**config.mk**
```make
export PLATFORM = sky130hd
export DESIGN_NAME = btb_predictor_param_flat
export DESIGN_NICKNAME = d
export VERILOG_FILES = /design/src/rtl/btb_predictor_param_if.sv /design/src/rtl/btb_predictor_param.sv /design/src/flat_wrapper.sv
export SDC_FILE = /design/constraint.sdc
export NUM_CORES = 2
export LEC_CHECK = 0
export CAP_MARGIN = 0
export CORE_MARGIN = 2
export CORE_UTILIZATION = 60
export DETAILED_ROUTE_END_ITERATION = 8
export HOLD_SLACK_MARGIN = 0.06
export PLACE_DENSITY = 0.87
export SLEW_MARGIN = 20
export SYNTH_ARGS = -nofsm -noshare
export SYNTH_HDL_FRONTEND = slang
export SYNTH_SLANG_ARGS = --single-unit
```
**constraint.sdc**
```tcl
create_clock -name clk -period 25.9 [get_ports clk]
set_clock_uncertainty 0.1 [all_clocks]
set_input_delay 3.885 -clock clk [delete_from_list [all_inputs] [get_ports clk]]
set_output_delay 3.885 -clock clk [all_outputs]
set_load 0.03 [all_outputs]
```
**src/rtl/btb_predictor_param_if.sv**
```systemverilog
// btb_predictor_param_if: fetch lookup and exec update bundle for the BTB.
// master = fetch/exec side, slave = BTB.
interface btb_predictor_param_if #(
  parameter int ADDR_W = 32
);
  logic              f_req;
  logic [ADDR_W-1:0] f_pc;
  logic              f_hit;
  logic              f_predict_valid;
  logic [ADDR_W-1:0] f_predict_addr;
  logic              x_update;
  logic [ADDR_W-1:0] x_pc;
  logic              x_taken;
  logic [ADDR_W-1:0] x_target;
  logic              flush;

  modport master (
    output f_req, f_pc, x_update, x_pc,
    output x_taken, x_target, flush,
    input  f_hit, f_predict_valid, f_predict_addr
  );

  modport slave (
    input  f_req, f_pc, x_update, x_pc,
    input  x_taken, x_target, flush,
    output f_hit, f_predict_valid, f_predict_addr
  );
endinterface

```
**src/rtl/btb_predictor_param.sv**
```systemverilog
// btb_predictor_param: fully associative BTB, saturating counters, RR victim.
// Define BTB_BYPASS_EN to forward a same-edge update to an equal-PC lookup.
module btb_predictor_param #(
  parameter int ADDR_W  = 32,
  parameter int ENTRIES = 8,
  parameter int CTR_W   = 2
) (
  input logic                  clk,
  input logic                  rst,
  btb_predictor_param_if.slave bus
);
  localparam int IDX_W = (ENTRIES > 1) ? $clog2(ENTRIES) : 1;
  localparam logic [CTR_W-1:0] CMAX = '1;
  localparam logic [CTR_W-1:0] WT   = CTR_W'(1) << (CTR_W - 1);
  localparam logic [CTR_W-1:0] WNT  = WT - CTR_W'(1);
  localparam logic [IDX_W-1:0] VLAST = IDX_W'(ENTRIES - 1);

  logic [ENTRIES-1:0] valid_q, valid_d;
  logic [ADDR_W-1:0]  tag_q [ENTRIES];
  logic [ADDR_W-1:0]  tag_d [ENTRIES];
  logic [ADDR_W-1:0]  tgt_q [ENTRIES];
  logic [ADDR_W-1:0]  tgt_d [ENTRIES];
  logic [CTR_W-1:0]   ctr_q [ENTRIES];
  logic [CTR_W-1:0]   ctr_d [ENTRIES];
  logic [IDX_W-1:0]   vptr_q, vptr_d;

  logic              f_hit_q, f_hit_d;
  logic              f_pv_q, f_pv_d;
  logic [ADDR_W-1:0] f_addr_q, f_addr_d;

  logic             x_hit, f_hit_c;
  logic [IDX_W-1:0] x_idx, f_idx;

  // Tags are unique, so at most one entry matches each PC.
  always_comb begin
    x_hit   = 1'b0;
    x_idx   = '0;
    f_hit_c = 1'b0;
    f_idx   = '0;
    for (int i = 0; i < ENTRIES; i++) begin
      if (valid_q[i] && tag_q[i] == bus.x_pc) begin
        x_hit = 1'b1;
        x_idx = IDX_W'(i);
      end
      if (valid_q[i] && tag_q[i] == bus.f_pc) begin
        f_hit_c = 1'b1;
        f_idx   = IDX_W'(i);
      end
    end
  end

  always_comb begin
    valid_d = valid_q;
    tag_d   = tag_q;
    tgt_d   = tgt_q;
    ctr_d   = ctr_q;
    vptr_d  = vptr_q;
    if (bus.flush) begin
      valid_d = '0;
      vptr_d  = '0;
    end else if (bus.x_update) begin
      if (x_hit) begin
        if (bus.x_taken) begin
          if (ctr_q[x_idx] != CMAX)
            ctr_d[x_idx] = ctr_q[x_idx] + CTR_W'(1);
          tgt_d[x_idx] = bus.x_target;
        end else if (ctr_q[x_idx] != '0) begin
          ctr_d[x_idx] = ctr_q[x_idx] - CTR_W'(1);
        end
      end else if (bus.x_taken) begin
        valid_d[vptr_q] = 1'b1;
        tag_d[vptr_q]   = bus.x_pc;
        tgt_d[vptr_q]   = bus.x_target;
        ctr_d[vptr_q]   = WT;
        vptr_d = (vptr_q == VLAST) ? '0 : vptr_q + IDX_W'(1);
      end
    end
  end

`ifdef BTB_BYPASS_EN
  logic [IDX_W-1:0] b_idx;
  logic             byp;

  // The post-update entry is either the hit entry or the new allocation.
  always_comb begin
    b_idx = x_hit ? x_idx : vptr_q;
    byp   = bus.f_req && bus.x_update && !bus.flush &&
            (bus.f_pc == bus.x_pc) && (x_hit || bus.x_taken);
  end
`endif

  always_comb begin
    f_hit_d  = 1'b0;
    f_pv_d   = 1'b0;
    f_addr_d = '0;
    if (bus.f_req) begin
      f_hit_d  = f_hit_c;
      f_pv_d   = f_hit_c & ctr_q[f_idx][CTR_W-1];
      f_addr_d = f_hit_c ? tgt_q[f_idx] : '0;
    end
`ifdef BTB_BYPASS_EN
    if (byp) begin
      f_hit_d  = 1'b1;
      f_pv_d   = ctr_d[b_idx][CTR_W-1];
      f_addr_d = tgt_d[b_idx];
    end
`endif
  end

  always_ff @(posedge clk or posedge rst) begin
    if (rst) begin
      valid_q  <= '0;
      vptr_q   <= '0;
      f_hit_q  <= 1'b0;
      f_pv_q   <= 1'b0;
      f_addr_q <= '0;
      for (int i = 0; i < ENTRIES; i++) begin
        tag_q[i] <= '0;
        tgt_q[i] <= '0;
        ctr_q[i] <= WNT;
      end
    end else begin
      valid_q  <= valid_d;
      vptr_q   <= vptr_d;
      f_hit_q  <= f_hit_d;
      f_pv_q   <= f_pv_d;
      f_addr_q <= f_addr_d;
      tag_q    <= tag_d;
      tgt_q    <= tgt_d;
      ctr_q    <= ctr_d;
    end
  end

  assign bus.f_hit           = f_hit_q;
  assign bus.f_predict_valid = f_pv_q;
  assign bus.f_predict_addr  = f_addr_q;
endmodule
```
**src/flat_wrapper.sv**
```systemverilog
// flat-port wrapper written by rule: the top's interface ports become plain ports
module btb_predictor_param_flat 
#(
  parameter int ADDR_W  = 32,
  parameter int ENTRIES = 8,
  parameter int CTR_W   = 2
)
  (clk, rst, bus_f_req, bus_f_pc, bus_x_update, bus_x_pc, bus_x_taken, bus_x_target, bus_flush, bus_f_hit, bus_f_predict_valid, bus_f_predict_addr);
  btb_predictor_param_if #(.ADDR_W(ADDR_W)) bus_i ();
  input logic clk;
  input logic rst;
  input wire logic [$bits(bus_i.f_req)-1:0] bus_f_req;
  input wire logic [$bits(bus_i.f_pc)-1:0] bus_f_pc;
  input wire logic [$bits(bus_i.x_update)-1:0] bus_x_update;
  input wire logic [$bits(bus_i.x_pc)-1:0] bus_x_pc;
  input wire logic [$bits(bus_i.x_taken)-1:0] bus_x_taken;
  input wire logic [$bits(bus_i.x_target)-1:0] bus_x_target;
  input wire logic [$bits(bus_i.flush)-1:0] bus_flush;
  output wire logic [$bits(bus_i.f_hit)-1:0] bus_f_hit;
  output wire logic [$bits(bus_i.f_predict_valid)-1:0] bus_f_predict_valid;
  output wire logic [$bits(bus_i.f_predict_addr)-1:0] bus_f_predict_addr;
  assign bus_i.f_req = bus_f_req;
  assign bus_i.f_pc = bus_f_pc;
  assign bus_i.x_update = bus_x_update;
  assign bus_i.x_pc = bus_x_pc;
  assign bus_i.x_taken = bus_x_taken;
  assign bus_i.x_target = bus_x_target;
  assign bus_i.flush = bus_flush;
  assign bus_f_hit = bus_i.f_hit;
  assign bus_f_predict_valid = bus_i.f_predict_valid;
  assign bus_f_predict_addr = bus_i.f_predict_addr;
  btb_predictor_param #(.ADDR_W(ADDR_W), .ENTRIES(ENTRIES), .CTR_W(CTR_W)) u_core (.clk(clk), .rst(rst), .bus(bus_i));
endmodule
```
Word-level counts from Yosys, hierarchy flattened
Cells that the tools add are included.
{"block": "totals", "register_bits": 573, "output_inout_bits": 34, "word_cells": 172, "inputBits": 102}
{"block": "classes", "order_cmp": 7, "n_eq_ne": 20, "bitwise": 10, "n_addsub": 3, "muxes": 75, "reduce_logical": 28}
{"cell": "$bwmux W256", "count": 3}
{"cell": "$mux W256", "count": 3}
{"cell": "$eq A32 B32 Y1", "count": 16}
{"cell": "$demux W32 S3", "count": 2}
{"cell": "$mux W32", "count": 6}
{"cell": "$bmux W32 S3", "count": 1}
{"cell": "$mux W16", "count": 5}
{"cell": "$mux W3", "count": 13}
{"cell": "$bwmux W16", "count": 2}
{"cell": "$mux W8", "count": 4}
{"cell": "$mux W1", "count": 21}
{"cell": "$mux W2", "count": 10}
{"cell": "$logic_and A1 B1 Y1", "count": 19}
{"cell": "$or A8 B8 Y8", "count": 2}
{"cell": "$bmux W2 S3", "count": 2}
{"cell": "$demux W2 S3", "count": 2}
{"cell": "$ge A4 B4 Y1 const B", "count": 3}
{"cell": "$not A3 Y4", "count": 3}
{"cell": "$reduce_bool A2 Y1", "count": 5}
{"cell": "$and A8 B8 Y8", "count": 1}
{"cell": "$lt A4 B1 Y1 const B", "count": 2}
{"cell": "$not A8 Y8", "count": 1}
{"cell": "$reduce_and A3 Y1", "count": 2}
{"cell": "$reduce_and A5 Y1", "count": 1}
{"cell": "12 further kinds", "count": 14}

Depth between registers and ports, before layout
{"block": "depth", "ltp_word": 18, "ltp_mapped": 17, "depth_no_buf": 14}

Worst setup path before layout
OpenSTA, ideal clock, no wires.
{"block": "synth_path", "path_type": "input port to flip-flop", "start": "input port bus_x_pc[16]", "end": "register u_core.ctr_q[0] (netlist name)", "required_ns": 25.719, "cell_stages": 15, "arrival_time_ns": 7.474, "setup_ns": 0.081, "setup_slack_ns": 18.245, "n_path_buf": 1, "cell_sequence": "buf_2 -> xor2_1 -> nor4_1 -> nand4_1 -> or4_4 -> a21o_1 -> mux2_2 -> nor2_1 -> or3_1 -> or3b_1 -> ha_1 -> a21o_1 -> mux2_4 -> a211o_4 -> o22ai_1"}
{"block": "synth_between", "elab_chain_len": 18, "elab_cells_between_ends": 54, "classes_between": "add/sub (2); order compare (2); eq/ne (10); mux (26); bitwise (1); reduce/logical (13)"}
{"element": "start: declaration", "line_no": "flat_wrapper.sv:15", "rtl": "input wire logic [$bits(bus_i.x_pc)-1:0] bus_x_pc;"}
{"element": "$eq A32 B32 Y1", "line_no": "btb_predictor_param.sv:41", "rtl": "if (valid_q[i] && tag_q[i] == bus.x_pc) begin"}
{"element": "$logic_and A1 B1 Y1", "line_no": "btb_predictor_param.sv:41"}
{"element": "$mux W1", "line_no": "btb_predictor_param.sv:41"}
{"element": "$mux W2 (2 in series)", "line_no": "btb_predictor_param.sv:41"}
{"element": "$mux W3 (4 in series)", "line_no": "btb_predictor_param.sv:41"}
{"element": "$not A3 Y4 (not written as such)"}
{"element": "$bmux W2 S3 (tied with other cells)"}
{"element": "$mux W2 (not written as such) or $logic_and A1 B1 Y1 (tied branches)"}
{"element": "$mux W2 (on tied branches)"}
{"element": "$sub A2 B1 Y2 (tied with other cells)", "line_no": "btb_predictor_param.sv:68", "rtl": "ctr_d[x_idx] = ctr_q[x_idx] - CTR_W'(1);"}
{"element": "$bwmux W16 (on tied branches)", "line_no": "btb_predictor_param.sv:68, btb_predictor_param.sv:65"}
{"element": "$mux W16 (on tied branches)", "line_no": "btb_predictor_param.sv:67, btb_predictor_param.sv:64"}
{"element": "$mux W16", "line_no": "btb_predictor_param.sv:63", "rtl": "if (bus.x_taken) begin"}
{"element": "$mux W16", "line_no": "btb_predictor_param.sv:62", "rtl": "if (x_hit) begin"}
{"element": "end signal: assignment", "line_no": "btb_predictor_param.sv:130", "rtl": "ctr_q <= ctr_d;"}
{"element": "end: declaration", "line_no": "btb_predictor_param.sv:23", "rtl": "logic [CTR_W-1:0] ctr_q [ENTRIES];"}
Parallel ways exist; a longest one is shown, timed or not. The select of a mux whose other input is x is not followed.
A chain may end at the register's enable or synchronous reset.

Worst setup path in the final report
{"block": "layout_path", "start": "input port bus_x_pc[11]", "end": "register u_core.ctr_q[5] (netlist name)"}
The elaborated chain is that of the path after synthesis.

==> reports/metrics.csv <==
metric,value,unit
final setup vio count,0,
post-synthesis register bit count,573,
Commonest cells post-synth,"565 x dfrtp_1, 493 x mux2_2, 348 x xor2_1",
post-DR vias/cell,6.547,
Netlist Area Pre-Place,0.03044,mm^2
slack of the critical path,16970,ps
CTS H-Tree Depth,2,
status,finished clean,
wire per inst,31.81,um
core box area,0.05007,mm^2
WL final,105800,um
total grt overflow,0,
worst skew pair latency,640,ps
Fin. Hold Viols,0,
boundary pin count,136,
routability cong.,1.022,
Setup crit end kind,flop,
cts hold-fix bufs,0,
Crit Path Class,in -> reg,
Placed Cells,3216,
initial drt markers,2494,
Sink Count,573,
CTS root buffer,clkbuf_16,
post-synth top area share,46.45,%
most common cell in the netlist,dfrtp_1,
synth top area cells,"dfrtp_1 46%, mux2_2 18%, xor2_1 10%",
Area Overhead vs Synth,11.78,%
std cell rows,82,
Layout Utilization,67.95,%
"Async S/R FF share, synth",100.0,%
CTS tree,yes,
Worst-Margin Slew,1203,ps
Vias,21781,
CP Max Fanout,16,
final worst path period need,8925,ps
DRT Pass-1 Iters,5,
post-CTS sizing,0,
final worst-path cycle share,34.46,%
setup tns final,0,ps
Synth area leader,dfrtp_1,
pre-CTS setup slack,16530,ps
Layout Nets,2712,
layout cells sized above 1,28.79,%
Mapped Cells,2553,
P_leak,16.14,nW
crit path DAT,9340,ps
Hold Crit Class,reg -> reg,
top_reg_cell synth,dfrtp_1,
sequential-to-total area share from yosys stat,47.14,%
Post-CTS Setup Bufs,0,
Die X,229.2,um
HPWL after DPL,71840,um
P per Cell Area,65.31,mW/mm^2
design area,0.03402,mm^2
Initial Utilization,60.79,%
Yosys cell types,67,
Worst slew margin,19.52,%
Critical Path RT,26310,ps
first-pass GRT wire length,154100,um
synthesized net count,2659,
RSZ-0062 raised after global routing,false,
GRT Util Overall,40.40,%
Slew Limit Fails,0,
Post-synth EDFFs,0,
Critical Path Source Type,primary input,
largest net degree at the start of global routing,147,
buffers added on ports,135,
"Avg Cell Area, Syn",11.92,um^2
DRC viols,0,
vias in the first global route,22008,
Non-Filler Instances,3327,
clk buf depth,3,
worst vdd ir,59.46,uV
max cap viols,0,
TritonCTS buffer count,60,
synth warn,0,
top achievable clock speed,112.0,MHz
clock-pin slew on the worst setup and hold paths,60,ps
die area,0.05254,mm^2
Die Y,229.2,um
placed cell area,0.03201,mm^2
initial antenna violation count,6,
DRT antenna net count,0,
-- final timing paths --
path	start	end	slack [ps]	depth (start not counted)
worst min-delay path	u_core.tgt_q[243]	u_core.tgt_q[243]	390	1
min in group asynchronous	rst	u_core.tgt_q[187]	3780	2
worst max-delay path	bus_x_pc[11]	u_core.ctr_q[5]	16970	15
worst max register to register	u_core.tag_q[251]	u_core.tgt_q[228]	20600	10
worst min register to register	u_core.tgt_q[243]	u_core.tgt_q[243]	390	1
max in group asynchronous	rst	u_core.tgt_q[195]	19680	4
-- cell type report --
class | count | area (um^2)
multi-input cells | 1764 | 14980
well taps | 672 | 840.8
flip-flops and latches | 573 | 14350
repair buffers | 191 | 1792
inverters | 16 | 67.56
clock buffers | 87 | 1773
diodes | 1 | 2.502
fillers | 3643 | 16050
clock inverters | 23 | 219.0
-- critical path: stages --
cell             delay [ps]
clkdlybuf4s50_1         890
xor2_1                  360
nor4_1                  920
nand3_1                 230
or4_4                   530
a21o_1                  250
mux2_2                  230
nor2_1                   30
or3_1                   380
or3b_1                  380
ha_1                    200
a21o_1                  190
mux2i_4                 220
nand3_1                 320
o22a_1                  310
-- cell families after synthesis --
group | Yosys count | synth area share (%)
and+or+nand+nor | 482 | 8.374
AOI/OAI and AO/OA | 218 | 5.262
buffers and inverters | 216 | 3.984
DFF | 573 | 47.14
muxes | 551 | 20.42
adders and majority gates | 4 | 0.1644
xor gates and xnor gates | 509 | 14.65
-- report_power, final --
group	internal, W	switching [W]
registers	0.000967	0.0000658
logic	0.000135	0.000179
clock network	0.000496	0.000379
total	0.00160	0.000623
-- stage by stage --
step / hold WS [ps] / total power [W]
floorplan: 354.1 / 0.001227
finish: 387.1 / 0.002222
CTS: 385.0 / 0.002219
global route: 406.7 / 0.002288
detailed placement: 372.0 / 0.001353
global placement: 363.6 / 0.001344
-- layer usage --
layer	GRT usage, %	vias up	wire length [um]
met5	0	-	48
met4	20.86	8	6417
met3	6.922	282	8935
met2	61.49	1216	47370
met1	55.90	11234	43060
li1	-	9041	-
-- state kept, by name, summed over array words and instances (netlist names) --
register	flops
u_core.tag_q	256
u_core.tgt_q	256
u_core.bus.f_predict_addr	32
u_core.ctr_q	16
u_core.valid_q	8
u_core.vptr_q	3
u_core.bus.f_hit	1
u_core.bus.f_predict_valid	1
-- placed cells by master, fill, tap and decap left out, drive strengths merged, types with 24 or more instances in the layout --
master,n
a21oi,66
mux2,547
a311oi,33
nand3,29
a211oi,34
nand2,93
xnor2,161
a31o,33
clkdlybuf4s50,135
xor2,348
nor4,91
dfrtp,565
buf,56
or2,35
clkbuf,87
nor2,120
nand4,52
nor3,24
(Power assumes the default switching activity.)
